`src/rtl/serial_mag_comparator.sv`:
```
// Bit-serial unsigned magnitude comparator: captures a/b on start, walks one
// bit pair per cycle LSB first, and publishes a one-hot l/e/g result with a done pulse.
module serial_mag_comparator #(
  parameter int WIDTH = 8
) (
  input  logic             clk,
  input  logic             rst,
  input  logic             start,
  input  logic [WIDTH-1:0] a,
  input  logic [WIDTH-1:0] b,
  output logic             busy,
  output logic             done,
  output logic             l,
  output logic             e,
  output logic             g
);

  // One extra counter bit so the count to WIDTH-1 can never wrap early.
  localparam int CNT_W = $clog2(WIDTH) + 1;

  typedef enum logic [1:0] {IDLE, RUN, DONE} state_t;
  typedef enum logic [1:0] {REL_EQ, REL_LT, REL_GT} rel_t;

  state_t           r_state;
  rel_t             r_rel;
  logic [WIDTH-1:0] r_a;
  logic [WIDTH-1:0] r_b;
  logic [CNT_W-1:0] r_cnt;
  rel_t             w_rel_next;
  logic             w_last_bit;

  // Later (more significant) differing bits overwrite earlier decisions.
  always_comb begin
    w_rel_next = r_rel;
    if (r_a[0] && !r_b[0]) begin
      w_rel_next = REL_GT;
    end else if (!r_a[0] && r_b[0]) begin
      w_rel_next = REL_LT;
    end
  end

  assign w_last_bit = (r_cnt == CNT_W'(WIDTH - 1));

  always_ff @(posedge clk or posedge rst) begin
    if (rst) begin
      r_state <= IDLE;
      r_rel   <= REL_EQ;
      r_a     <= '0;
      r_b     <= '0;
      r_cnt   <= '0;
      busy    <= 1'b0;
      done    <= 1'b0;
      l       <= 1'b0;
      e       <= 1'b0;
      g       <= 1'b0;
    end else begin
      case (r_state)
        IDLE, DONE: begin
          done <= 1'b0;
          if (start) begin
            r_a     <= a;
            r_b     <= b;
            r_cnt   <= '0;
            r_rel   <= REL_EQ;
            r_state <= RUN;
            busy    <= 1'b1;
          end else begin
            r_state <= IDLE;
            busy    <= 1'b0;
          end
        end
        RUN: begin
          r_rel <= w_rel_next;
          r_a   <= r_a >> 1;
          r_b   <= r_b >> 1;
          r_cnt <= r_cnt + 1'b1;
          if (w_last_bit) begin
            r_state <= DONE;
            busy    <= 1'b0;
            done    <= 1'b1;
            l       <= (w_rel_next == REL_LT);
            e       <= (w_rel_next == REL_EQ);
            g       <= (w_rel_next == REL_GT);
          end
        end
        default: begin
          r_state <= IDLE;
          busy    <= 1'b0;
          done    <= 1'b0;
        end
      endcase
    end
  end

endmodule

```
`config.mk`:
```
export PLATFORM = sky130hd
export DESIGN_NAME = serial_mag_comparator
export DESIGN_NICKNAME = d
export VERILOG_FILES = /design/src/rtl/serial_mag_comparator.sv
export SDC_FILE = /design/constraint.sdc
export NUM_CORES = 1
export LEC_CHECK = 0
export ABC_AREA = 1
export CAP_MARGIN = 20
export CORE_MARGIN = 2
export CORE_UTILIZATION = 29
export CTS_BUF_LIST = sky130_fd_sc_hd__clkbuf_8 sky130_fd_sc_hd__clkbuf_16
export CTS_CLUSTER_SIZE = 10
export DETAILED_ROUTE_END_ITERATION = 7
export DONT_BUFFER_PORTS = 1
export PLACE_DENSITY = 0.47
export REMOVE_ABC_BUFFERS = 1
export SLEW_MARGIN = 30
export SYNTH_ARGS = -nofsm -noshare
export SYNTH_HDL_FRONTEND = slang
export SYNTH_SLANG_ARGS = --single-unit
```
`constraint.sdc`:
```
create_clock -name clk -period 1.9 [get_ports clk]
set_input_delay 0.475 -clock clk [delete_from_list [all_inputs] [get_ports clk]]
set_output_delay 0.475 -clock clk [all_outputs]
set_load 0.01 [all_outputs]
```
---- Word level (Yosys, flattened, before mapping) ----
Index checks and enable logic that the tools add are counted.
word-level totals
  register bits ........................... 29
  input bits .............................. 19
  output and inout bits ................... 5
  word-level logic and storage cells ...... 46
cells by class
  $add $sub $neg .......................... 1
  equal/unequal tests ..................... 7
  mux-type cells .......................... 18
  reduce and logical (&&, ||, !) cells .... 10
operators with widths
  kind                                                                   count
  8-bit case mux with 2 select lines                                     2
  8-bit two-way mux                                                      2
  2-bit two-way mux                                                      4
  2-bit case mux with 2 select lines                                     2
  4-bit case mux with 2 select lines                                     1
  1-bit two-way mux                                                      5
  4-bit by 1-bit adder with 4-bit output, second input constant          1
  2-bit by 1-bit equality test with 1-bit output, second input constant  2
  2-bit equality test, second input constant                             2
  4-bit by 3-bit equality test with 1-bit output, second input constant  1
  2-bit logical NOT                                                      2
  4-bit two-way mux                                                      1
  2-bit inequality test, second input constant                           2
  2-bit AND reduction                                                    2
  1-bit logical AND                                                      2
  1-bit logical NOT                                                      2
  1-bit case mux with 2 select lines                                     1
  2-bit nonzero test                                                     1
  2-bit OR reduction                                                     1

---- Longest topological paths before layout ----
  word-level depth ........................ 5
  gate-level depth with buffers ........... 7
  depth with buffers taken out ............ 6

---- Worst setup path before layout ----
No wires, ideal clock.
  path type ............................... flip-flop to flip-flop
  from .................................... register done (netlist name)
  to ...................................... register r_b[1]
  library setup time ...................... 0.121 ns
  data arrival time ....................... 0.974 ns
  data required time ...................... 1.779 ns
  slack ................................... 0.805 ns
  cell stages (with the launch flop) ...... 8
  buffers on the path ..................... 1
  period minus slack after synthesis ...... 1.095 ns
  cells stage by stage .................... dfrtp_1 inv_1 nand2_4 nand2_8 inv_6 buf_12 nand2_2 nand3_2
RTL lines
  what                  RTL line  source
  to (signal assigned)  75        r_b <= r_b >> 1;
  to (decl)             27        logic [WIDTH-1:0] r_b;

==> metrics.yaml <==
startpoint_type: "flop"
vias_per_cell: 4.53
critPathArrivalTime_ps: 1380
finalSetupViolCount: 0
grt_pass1_vias: 946
leakagePower_uw: 0.000729
seq_area_frac_synth: 0.521
gr-total-overflow: 0
synth.area.top_cells: "dfrtp_1, nand2_1, nand3_2, nand2_2, nand3_1"
power_frac_seq: 0.445
root_buffer: "clkbuf_8"
timing_hold_violations_final: 0
netlist_top_cells_count: "nand2_1, dfrtp_1, nand2_2, nand3_1, inv_1"
route.detailed.drc: 0
syn_area_sq_mm: 0.00135
start_util: 0.305
cts_sinks: 28
power_switching_uw: 983
fp.coreArea_sq_mm: 0.00441
die-area_sq_mm: 0.00520
worst_slew_pin_slew_ps: 359
powerDensity_mw_per_mm2: 1660
yosysMostFrequentCell: "nand2_1"
postSynthCellCount: 148
dieHeight_um: 72.1
p_comb_frac: 0.400
rrSetupSlack_ps: 690
worstReg2RegStart: "done$_DFFE_PP0P_"
synth-edff-count: 0
cts_tree: "yes"
max_cap_viol_count: 0
worstSkewPairLatency_ps: 270
ff2ff_path_depth: 6
grt_pass1_wl_um: 4210
drt_iter0_markers: 38
io_pins: 24
worst-setup-path-type: "flop to flop"
yosysWarnings: 0
dp_hpwl_um: 1670
postCtsHoldBufs: 0
drive_above_1_share: 0.200
cts_resized: 0
power_uw: 2370
r2r-end: "busy$_DFFE_PP0P_"
clk_path_buf_depth: 2
synth.ff_latch_count: 28
antenna_found_initial: 0
ys_types: 22
dr.pass1.iters: 4
yosysTopAreaCell: "dfrtp_1"
synthFlopType: "dfrtp_1"
placed_area_sq_mm: 0.00138
required_ps: 2080
final_area_sq_mm: 0.00143
wl_per_cell_um: 11.8
outcome: "finished, final reports clean"
end_kind: "flop"
diodes: 0
dr_total_vias: 915
fmax_mhz: 829
place_congestion: 0.766
utilization: 0.324
rsz0062_at_grt: "false"
finalWorstSetupSlack_ps: 693
cp_max_fo: 18
slew_headroom: 0.761
cts_buffers: 3
layout.nets: 171
post-route-min-period_ps: 1210
yosysTopAreaCellShare: 0.521
maxSlewViolCount: 0
setup_tns_ps: 0
skew_ps: 5.72
port_buffers: 0
drt_wl_total_um: 2380
path_clk_slew_ps: 100
post-cts-setup-buffer-count: 0
ir_worst_vdd_v: 0.000491
min_period_over_period: 0.635
grt_usage: 0.104
swShare: 0.415
grt_max_degree: 29
cts_max_level: 1
async_flop_share: 1.00
die_w_um: 72.1
p_clk_frac: 0.155
postSynthAreaPerCell_sq_um: 9.09
fp-row-count: 24
area_delta_synth_final_pct: 6.33
p_int_uw: 1390
ant_nets: 0
hold_class: "primary input to async pin"
place_ws_ps: 681
-- registers in the layout, indices dropped and copies added (netlist names) --
| name | flops |
|---|---|
| g | 1 |
| l | 1 |
| r_state | 1 |
| r_cnt | 4 |
| busy | 1 |
| r_b | 8 |
| r_a | 8 |
| e | 1 |
| r_rel | 2 |
| done | 1 |
-- worst max path at each step --
stage,start,to,slack (ps),cells after the start
3_5_place_dp,done$_DFFE_PP0P_,busy$_DFFE_PP0P_,680,6
5_1_grt,r_cnt[0]$_DFFE_PP0P_,e$_DFFE_PP0P_,610,6
2_1_floorplan,r_cnt[0]$_DFFE_PP0P_,busy$_DFFE_PP0P_,810,4
6_report,done$_DFFE_PP0P_,busy$_DFFE_PP0P_,690,6
3_3_place_gp,done$_DFFE_PP0P_,busy$_DFFE_PP0P_,680,6
4_1_cts,done$_DFFE_PP0P_,busy$_DFFE_PP0P_,670,6
-- stage by stage --
stage,hold slack (ps),instances
final,150,202
after CTS,157,202
after floorplan,452,145
after global routing,177,202
after detailed placement,465,198
after global placement,455,198
-- worst max-delay path: stages, from the launching register on --
cell and delay [ps]:
dfrtp_1 410, inv_1 80, nand2_4 150, clkinv_4 160, nand2_1 130, nand2_1 70
o21a_1 100
-- metal layers --
layer | GRT usage | vias to the layer above | wire [um]
met5 | 0 | - | 0
met4 | 0.0231 | 0 | 12
met3 | 0.0431 | 2 | 131
met2 | 0.174 | 23 | 1090
met1 | 0.124 | 419 | 1150
li1 | - | 471 | -
-- final cells by class --
cell class	instances	area, sq um
repair buffers	1	7.51
clock buffers	4	55.1
fillers	455	2980
flip-flops and latches	28	701
well taps	52	65.1
multi-input cells	104	543
inverters	13	58.8
-- power by group through the flow --
stage	combinational, uW	clock, uW	sequential, uW
after floorplan	795	0	1030
after global placement	940	0	1060
after detailed placement	967	0	1070
after CTS	971	388	1060
after global routing	1100	399	1090
final	948	367	1050
-- cell usage in the layout, fill, tap and decap left out, drive strengths merged --
cell type / instances
o22ai: 2
dfrtp: 28
nand3: 17
nand2: 70
clkinv: 1
inv: 12
buf: 1
a21oi: 3
nor3: 1
nor2: 5
o21a: 1
o211ai: 2
ha: 1
o21ai: 2
clkbuf: 4
-- cell families (layout without fill, tap and decap cells) --
family,Yosys count,count (layout),synth area share
adder cells (fa/ha/maj),1,1,0.00930
flip-flops,28,28,0.521
buffers and inverters,16,18,0.0754
AO/OA/AOI/OAI,10,10,0.0446
AND/OR/NAND/NOR,93,93,0.350
Note: power is estimated with default switching activity, not from simulation.
